$ cat config.mk
export PLATFORM = sky130hd
export DESIGN_NAME = wb_chkpt_port
export DESIGN_NICKNAME = d
export VERILOG_FILES = /design/src/rtl/wb_chkpt_port.sv
export SDC_FILE = /design/constraint.sdc
export NUM_CORES = 1
export LEC_CHECK = 0
export BUFFER_PORTS_ARGS = -buffer_cell sky130_fd_sc_hd__clkbuf_2
export CORE_ASPECT_RATIO = 0.75
export CORE_MARGIN = 10
export CORE_UTILIZATION = 40
export CTS_CLUSTER_SIZE = 28
export DETAILED_ROUTE_END_ITERATION = 8
export MAX_ROUTING_LAYER = met4
export SKIP_CTS_REPAIR_TIMING = 1
export SYNTH_ARGS = -nofsm -noshare
export SYNTH_HDL_FRONTEND = slang
export SYNTH_SLANG_ARGS = --single-unit
export TNS_END_PERCENT = 10
$ cat constraint.sdc
create_clock -name wb_clk_i -period 3.4 [get_ports wb_clk_i]
set_input_delay 0.17 -clock wb_clk_i [delete_from_list [all_inputs] [get_ports wb_clk_i]]
set_output_delay 0.17 -clock wb_clk_i [all_outputs]
set_load 0.02 [all_outputs]
$ cat src/rtl/wb_chkpt_port.sv
// Wishbone checkpoint port: queues 16-bit codes and holds each on chk_o for a minimum time.
// Define WB_CHKPT_TSTAMP_EN to add a cycle timestamp of the last pop, readable at 0xC.
module wb_chkpt_port #(
  parameter int unsigned FIFO_DEPTH  = 4,
  parameter int unsigned HOLD_CYCLES = 16,
  parameter logic [15:0] RESET_VAL   = 16'h0000
) (
  input  logic        wb_clk_i,
  input  logic        wb_rst_i,
  input  logic        wbs_cyc_i,
  input  logic        wbs_stb_i,
  input  logic        wbs_we_i,
  input  logic [3:0]  wbs_sel_i,
  input  logic [3:0]  wbs_adr_i,
  input  logic [31:0] wbs_dat_i,
  output logic [31:0] wbs_dat_o,
  output logic        wbs_ack_o,
  output logic [15:0] chk_o,
  output logic [15:0] chk_oeb_o,
  output logic        chk_upd_o
);
  localparam int unsigned AW = $clog2(FIFO_DEPTH);
  localparam int unsigned LW = AW + 1;
  localparam int unsigned CW =
    (HOLD_CYCLES > 1) ? $clog2(HOLD_CYCLES) : 1;
  localparam logic [CW-1:0] HOLD_LD = CW'(HOLD_CYCLES - 1);
  localparam logic [LW-1:0] LVL_FULL = LW'(FIFO_DEPTH);

  localparam logic [0:0] S_IDLE = 1'b0;
  localparam logic [0:0] S_HOLD = 1'b1;

  logic        r_ack;
  logic [31:0] r_dat;
  logic        r_en;
  logic        r_ovf;

  logic [15:0]   r_mem [FIFO_DEPTH];
  logic [AW-1:0] r_wp;
  logic [AW-1:0] r_rp;
  logic [LW-1:0] r_lvl;

  logic [0:0]    r_state;
  logic [CW-1:0] r_hcnt;
  logic [15:0]   r_chk;
  logic          r_upd;

  logic        w_req;
  logic        w_wr;
  logic        w_rd;
  logic        w_push;
  logic        w_ctrl;
  logic        w_flush;
  logic        w_empty;
  logic        w_full;
  logic        w_expired;
  logic        w_pop;
  logic        w_accept;
  logic [31:0] w_lvl_ext;
  logic [31:0] w_status;
  logic [31:0] w_reg3;
  logic [31:0] w_rdata;
  logic        w_unused;

  assign w_req  = wbs_cyc_i & wbs_stb_i & ~r_ack;
  assign w_wr   = w_req & wbs_we_i;
  assign w_rd   = w_req & ~wbs_we_i;
  assign w_push = w_wr & (wbs_adr_i[3:2] == 2'd0)
                & (wbs_sel_i[1:0] == 2'b11);
  assign w_ctrl  = w_wr & (wbs_adr_i[3:2] == 2'd2);
  assign w_flush = w_ctrl & wbs_dat_i[2];

  assign w_empty   = (r_lvl == '0);
  assign w_full    = (r_lvl == LVL_FULL);
  assign w_expired = (r_state == S_IDLE) | (r_hcnt == '0);
  assign w_pop     = ~w_empty & ~w_flush & w_expired;
  // A push into a full queue survives only if the head leaves this edge.
  assign w_accept  = w_push & (~w_full | w_pop);

  assign w_lvl_ext = 32'(r_lvl);
  assign w_status  = {25'h0, r_ovf, (r_state == S_HOLD),
                      w_full, w_empty, w_lvl_ext[2:0]};

  always_ff @(posedge wb_clk_i) begin
    if (w_accept) r_mem[r_wp] <= wbs_dat_i[15:0];
  end

  always_ff @(posedge wb_clk_i) begin
    if (wb_rst_i) begin
      r_wp  <= '0;
      r_rp  <= '0;
      r_lvl <= '0;
    end else if (w_flush) begin
      r_wp  <= '0;
      r_rp  <= '0;
      r_lvl <= '0;
    end else begin
      if (w_accept) r_wp <= r_wp + 1'b1;
      if (w_pop)    r_rp <= r_rp + 1'b1;
      r_lvl <= r_lvl + LW'(w_accept) - LW'(w_pop);
    end
  end

  always_ff @(posedge wb_clk_i) begin
    if (wb_rst_i) begin
      r_ovf <= 1'b0;
    end else if (w_push & ~w_accept) begin
      r_ovf <= 1'b1;
    end else if (w_ctrl & wbs_dat_i[1]) begin
      r_ovf <= 1'b0;
    end
  end

  always_ff @(posedge wb_clk_i) begin
    if (wb_rst_i) begin
      r_state <= S_IDLE;
      r_hcnt  <= '0;
      r_chk   <= RESET_VAL;
      r_upd   <= 1'b0;
    end else begin
      r_upd <= w_pop;
      if (w_pop) begin
        r_chk   <= r_mem[r_rp];
        r_hcnt  <= HOLD_LD;
        r_state <= S_HOLD;
      end else if (r_state == S_HOLD) begin
        if (r_hcnt == '0) r_state <= S_IDLE;
        else              r_hcnt  <= r_hcnt - 1'b1;
      end
    end
  end

`ifdef WB_CHKPT_TSTAMP_EN
  logic [31:0] r_tsc;
  logic [31:0] r_tstamp;

  always_ff @(posedge wb_clk_i) begin
    if (wb_rst_i) begin
      r_tsc    <= '0;
      r_tstamp <= '0;
    end else begin
      r_tsc <= r_tsc + 32'd1;
      if (w_pop) r_tstamp <= r_tsc;
    end
  end

  assign w_reg3 = r_tstamp;
`else
  assign w_reg3 = '0;
`endif

  always_comb begin
    w_rdata = '0;
    case (wbs_adr_i[3:2])
      2'd0:    w_rdata = {16'h0, r_chk};
      2'd1:    w_rdata = w_status;
      2'd2:    w_rdata = {31'h0, r_en};
      default: w_rdata = w_reg3;
    endcase
  end

  always_ff @(posedge wb_clk_i) begin
    if (wb_rst_i) begin
      r_ack <= 1'b0;
      r_dat <= '0;
      r_en  <= 1'b0;
    end else begin
      r_ack <= w_req;
      r_dat <= w_rd ? w_rdata : 32'h0;
      if (w_ctrl) r_en <= wbs_dat_i[0];
    end
  end

  assign wbs_ack_o = r_ack;
  assign wbs_dat_o = r_dat;
  assign chk_o     = r_chk;
  assign chk_upd_o = r_upd;
  assign chk_oeb_o = r_en ? 16'h0000 : 16'hFFFF;

  assign w_unused = &{1'b0, wbs_sel_i[3:2], wbs_adr_i[1:0],
                      wbs_dat_i[31:16], w_lvl_ext[31:3]};
endmodule

==> results of run 1 <==
final cells by class:
type	count	area share
Sequential cell	112	0.557
Multi-Input combinational cell	177	0.258
Timing Repair Buffer	82	0.0832
Clock buffer	11	0.0510
Tap cell	140	0.0338
Inverter	12	0.00870
Clock inverter	5	0.00822
registers in the layout (all words and copies together) (netlist names):
name	cells
r_hcnt	4
wbs_ack_o	1
r_rp	2
wbs_dat_o	16
r_ovf	1
r_state	1
r_wp	2
chk_o	16
r_en	1
chk_upd_o	1
r_lvl	3
r_mem	64
final timing paths:
path              startpoint      endpoint  slack [ns]  cells after the start
setup / recovery   r_hcnt[0]      r_lvl[2]        0.40                     14
hold / removal      wbs_we_i  wbs_dat_o[0]       0.005                      2
setup reg to reg   r_hcnt[0]      r_lvl[2]        0.40                     14
hold reg to reg        r_ovf         r_ovf        0.47                      2
layer usage:
metal  part of all wire  global-route usage  wire [µm]
met4              0.011              0.0405        107
met1               0.45               0.145       4360
met3              0.078              0.0430        748
met2               0.46               0.184       4370
met5                  0                   -          0
cell usage after synthesis (5+ instances only):
cell type and count:
buf_4 33, mux2i_1 8, nand3_1 20, nor2_1 12
o21ai_0 18, clkbuf_1 13, inv_1 12, ha_1 7
dfxtp_1 48, mux4_2 16, a21oi_1 26, edfxtp_1 64
and2_1 14, nor3_1 5
through the flow:
step	instance area, µm²	hold slack, ns	std cells	total power, µW
finish	5170	0.00549	539	3890
floorplan	4580	0.249	351	2540
CTS	5170	-0.00972	539	3940
global route	5170	0.0123	539	4100
global placement	4870	0.371	523	2840
detailed placement	4870	0.372	523	2870
layout by cell type, fill, tap and decap left out, types with 2 or more instances in the layout:
cell type,count
a21o_1,2
inv_6,2
o21a_1,2
clkbuf_16,10
nand3_1,20
inv_1,12
edfxtp_1,64
xor2_1,2
a21oi_1,26
a31oi_1,3
conb_1,16
dfxtp_1,48
nor2b_1,2
mux4_2,16
nor3_1,5
mux2i_1,8
ha_1,7
or3_1,2
clkbuf_2,74
and2_1,14
nor2_1,12
o21ai_0,18
a211oi_1,2
nand2_1,4
buf_4,8
kinds of logic after synthesis:
kind of cell / count (synthesis) / synth area share
DFF: 112 / 0.637
buffers and inverters: 62 / 0.0799
muxes: 24 / 0.0974
other: 1 / 0.000829
xor gates and xnor gates: 3 / 0.00581
adders and majority gates: 8 / 0.0238
and+or+nand+nor: 69 / 0.0852
AOI/OAI and AO/OA: 57 / 0.0697
worst max-delay path: cells and delay by family (launching register included):
| kind | cells | cell delay (ns) |
|---|---|---|
| compound gates | 2 | 0.61 |
| flops | 1 | 0.34 |
| fa+ha+maj | 4 | 0.94 |
| simple gates | 2 | 0.45 |
| buf+inv | 4 | 0.25 |
| xor+xnor | 2 | 0.32 |
power by group through the flow:
stage	Sequential, µW	Clock [µW]	Combinational, µW
2_1_floorplan	1780	0	758
6_report	1730	1070	1090
5_1_grt	1750	1140	1210
4_1_cts	1730	1100	1110
3_3_place_gp	1760	0	1080
3_5_place_dp	1760	0	1110
==> impl_metrics.json, run 1 <==
{
  "drt-initial-drc-count": 131,
  "finalHoldViolations": 0,
  "antenna_found_initial": 0,
  "async_flop_share": 0,
  "layout-drive-gt1-share": 0.293,
  "seqCellArea_um2": 2880,
  "status": "completed",
  "max_cap_viol_count": 0,
  "rsz0062_at_grt": "no",
  "io_pins": 111,
  "synth-main-ff-cell": "edfxtp_1",
  "synthTopCellsByArea": "edfxtp_1, dfxtp_1, mux4_2, buf_4, a21oi_1",
  "synth-edff-count": 64,
  "post_drt_wl_per_cell_um": 17.8,
  "worst_pin_slew_ns": 0.911,
  "initial_core_util": 0.412,
  "drc": 0,
  "start_kind": "flip-flop",
  "area_growth_pct": 14.4,
  "fill_cells": 999,
  "syn_area_um2": 4520,
  "cts_buffer_depth": 2,
  "crit_slowest_cell": "or3b_4",
  "crit_path_frequent_cell": "inv_1",
  "switching_share": 0.334,
  "vias": 2745,
  "vdd_drop_max_mv": 0.271,
  "powerDensity_nw_per_um2": 752,
  "worstPathRequired_ns": 3.65,
  "grt_pass1_vias": 2741,
  "cts_root_buffer": "clkbuf_16",
  "min_period_over_period": 0.883,
  "synth.top_cell.area_share": 0.425,
  "die_x_um": 143,
  "slew_viol_final": 0,
  "dpl_worst_slack_ns": 0.432,
  "p_sw_uw": 1300,
  "fmax_mhz": 333,
  "num_rows": 33,
  "grt_max_degree": 28,
  "internal_power_uw": 2590,
  "portBuffers": 74,
  "slowest_delay_ns": 0.40,
  "cts.clk_slew.worst_paths_ns": 0.08,
  "multi_input_area_um2": 1340,
  "cts_tree": "yes",
  "ys_seq_area_frac": 0.637,
  "final.min_clock_period_ns": 3.00,
  "setup_tns_ns": 0,
  "routed_wl_mm": 9.58,
  "nNetsFinal": 447,
  "ys_ff_latch": 112,
  "yosysWarnings": 0,
  "crit_arrival_ns": 3.25,
  "p_seq_frac": 0.445,
  "path_cells": "inv_1 -> ha_1 -> or3b_4 -> a22oi_1 -> o21a_1 -> inv_1 -> ha_1 -> inv_1 -> ha_1 -> inv_1 -> fa_1 -> xor2_1 -> xnor2_1 -> nor2_1",
  "numClockSinks": 112,
  "relSlewSlack": 0.392,
  "grt_overflow": 0,
  "fin_skew_ns": 0.00977,
  "antennaDiodeCount": 0,
  "hp-class": "in -> reg",
  "setup_ws_ns": 0.397,
  "chipHeight_um": 112,
  "setup-violations-final": 0,
  "numCtsBuffers": 9,
  "htreeDepth": 3,
  "worstSetupPathType": "reg -> reg",
  "drt_pass1_iterations": 4,
  "antenna_left": 0,
  "clk-insertion-delay-late_ns": 0.35,
  "grt_use_total": 0.120,
  "comb_power_share": 0.280,
  "gp_congestion": 0.758,
  "grt_pass1_wl_mm": 14.6,
  "place_hpwl_mm": 6.49,
  "die_area_um2": 16000,
  "leakagePower_uw": 0.00198,
  "syn_avg_cell_area_um2": 13.5,
  "endpoint_kind": "flip-flop",
  "core-area_um2": 11000,
  "clock_power_share": 0.275,
  "crit_fanout": 6,
  "postSynthCellCount": 336,
  "utilization": 0.471,
  "yosys.area.top_type": "edfxtp_1",
  "synth_cell_types": 40,
  "routed_via_density": 5.09
}
Power figures use the tool's default switching activity.
==> run 2, diff against run 1 <==
--- a/config.mk
+++ b/config.mk
@@ -8,5 +8,7 @@
 export BUFFER_PORTS_ARGS = -buffer_cell sky130_fd_sc_hd__clkbuf_2
+export CELL_PAD_IN_SITES_DETAIL_PLACEMENT = 0
+export CELL_PAD_IN_SITES_GLOBAL_PLACEMENT = 2
 export CORE_ASPECT_RATIO = 0.75
 export CORE_MARGIN = 10
-export CORE_UTILIZATION = 40
+export CORE_UTILIZATION = 35
 export CTS_CLUSTER_SIZE = 28
@@ -14,2 +16,3 @@
 export MAX_ROUTING_LAYER = met4
+export PLACE_DENSITY_LB_ADDON = 0.1
 export SKIP_CTS_REPAIR_TIMING = 1
==> constraint.sdc (replaced) <==
create_clock -name wb_clk_i -period 2.85 [get_ports wb_clk_i]
set_input_delay 0.57 -clock wb_clk_i [delete_from_list [all_inputs] [get_ports wb_clk_i]]
set_output_delay 0.57 -clock wb_clk_i [all_outputs]
set_load 0.02 [all_outputs]
==> impl_metrics.json, run 2 (synthesis gave the netlist of run 1 again) <==
{
  "core-area_um2": 12500,
  "grt_use_total": 0.124,
  "hp-class": "in -> reg",
  "grt_pass1_wl_mm": 16.4,
  "slew_viol_final": 0,
  "cts_buffer_depth": 2,
  "worst_pin_slew_ns": 0.920,
  "relSlewSlack": 0.386,
  "leakagePower_uw": 0.00200,
  "utilization": 0.420,
  "crit_path_start": "r_hcnt[0]",
  "setup_ws_ns": 0.183,
  "routed_via_density": 4.81,
  "fmax_mhz": 375,
  "antenna_found_initial": 0,
  "fin_skew_ns": 0.00862,
  "min_period_over_period": 0.936,
  "setup_tns_ns": 0,
  "dpl_worst_slack_ns": -0.0188,
  "crit_fanout": 4,
  "die_area_um2": 17900,
  "die_x_um": 151,
  "reg2regPathDepth": 14,
  "io_pins": 111,
  "dpl_cell_area_um2": 4950,
  "p_sw_uw": 1570,
  "numCtsBuffers": 9,
  "grt_overflow": 0,
  "largest_reg_flops": 64,
  "p_seq_frac": 0.447,
  "max_cap_viol_count": 0,
  "nNetsFinal": 455,
  "clock_power_share": 0.257,
  "rr_startpoint": "r_hcnt[0]",
  "wl_met2_mm": 5.03,
  "status": "completed",
  "cts_tree": "yes",
  "cts.clk_slew.worst_paths_ns": 0.07,
  "vdd_drop_max_mv": 0.326,
  "chipHeight_um": 118,
  "area_growth_pct": 16.0,
  "layout_common_cells": "clkbuf_2, edfxtp_1, dfxtp_1",
  "dr.max_layer_used": "met4",
  "largest-register": "r_mem",
  "r2r_end": "r_lvl[2]",
  "setup-violations-final": 0,
  "slowest_delay_ns": 0.40,
  "wl_met1_mm": 4.98,
  "antenna_left": 0,
  "endpoint_kind": "flip-flop",
  "comb_power_share": 0.296,
  "num_rows": 35,
  "cp.depth": 14,
  "final_common_cell": "clkbuf_2",
  "grt_max_degree": 27,
  "numClockSinks": 112,
  "cts_root_buffer": "clkbuf_16",
  "powerDensity_nw_per_um2": 879,
  "endpoint": "r_lvl[2]",
  "path_buf_inv": 4,
  "portBuffers": 74,
  "start_kind": "flip-flop",
  "timing.hold.ws_ns": 0.420,
  "layout-drive-gt1-share": 0.314,
  "switching_share": 0.341,
  "antennaDiodeCount": 0,
  "clk-insertion-delay-late_ns": 0.35,
  "met3_length_um": 759,
  "crit_arrival_ns": 2.91,
  "post_drt_wl_per_cell_um": 19.0,
  "vias": 2758,
  "internal_power_uw": 3040,
  "drc": 0,
  "gp_congestion": 0.730,
  "worstPathRequired_ns": 3.09,
  "final.min_clock_period_ns": 2.67,
  "crit_path_frequent_cell": "inv_1",
  "rrSetupSlack_ns": 0.18,
  "worstSetupPathType": "reg -> reg",
  "place_hpwl_mm": 7.18,
  "grt_pass1_vias": 2779,
  "path_cells": "inv_1 -> ha_2 -> or3b_4 -> a22oi_2 -> o21a_1 -> inv_1 -> ha_1 -> inv_1 -> ha_1 -> inv_1 -> fa_2 -> xor2_1 -> xnor2_1 -> nor2_1",
  "htreeDepth": 3,
  "cp_top_family": "adder cells",
  "initial_core_util": 0.362,
  "crit_slowest_cell": "or3b_4",
  "drt_pass1_iterations": 4,
  "routed_wl_mm": 10.9,
  "rsz0062_at_grt": "no",
  "design_area_um2": 5250,
  "finalHoldViolations": 0,
  "drt-initial-drc-count": 110
}
==> run 2: through the flow <==
step / power, µW / instances
after floorplan: 3030 / 351
after global placement: 3470 / 556
after detailed placement: 3470 / 556
after CTS: 4660 / 572
after global routing: 4890 / 573
final: 4610 / 573
==> run 2: cell type report <==
cell class / instances / area [µm²]
fill: 1185 / 7230
tap: 166 / 208
inverter: 12 / 45.0
clock inverter: 5 / 40.0
timing repair buffer: 90 / 490
clock buffer: 11 / 233
multi-input combinational: 177 / 1350
sequential: 112 / 2890
==> run 2: routing by layer <==
metal | vias to the layer above | track usage
li1 | 1308 | -
met1 | 1368 | 0.157
met2 | 72 | 0.187
met3 | 10 | 0.0358
met4 | 0 | 0.0360
met5 | - | -
==> run 2: power groups by stage <==
| stage | logic (µW) | registers [µW] | clock network (µW) |
|---|---|---|---|
| 2_1_floorplan | 904 | 2130 | 0 |
| 3_3_place_gp | 1370 | 2100 | 0 |
| 3_5_place_dp | 1370 | 2100 | 0 |
| 4_1_cts | 1380 | 2060 | 1220 |
| 5_1_grt | 1520 | 2090 | 1290 |
| 6_report | 1370 | 2060 | 1180 |
==> run 2: worst min path at each step <==
| stage | cells after the start | slack (ns) | end | start |
|---|---|---|---|---|
| finish | 2 | 0.42 | wbs_dat_o[0] | wbs_we_i |
| global route | 2 | 0.42 | wbs_dat_o[0] | wbs_we_i |
| CTS | 2 | 0.40 | wbs_dat_o[0] | wbs_we_i |
| detailed placement | 1 | 0.47 | wbs_dat_o[10] | chk_o[10] |
| global placement | 1 | 0.46 | wbs_dat_o[11] | chk_o[11] |
| floorplan | 2 | 0.43 | r_ovf | r_ovf |
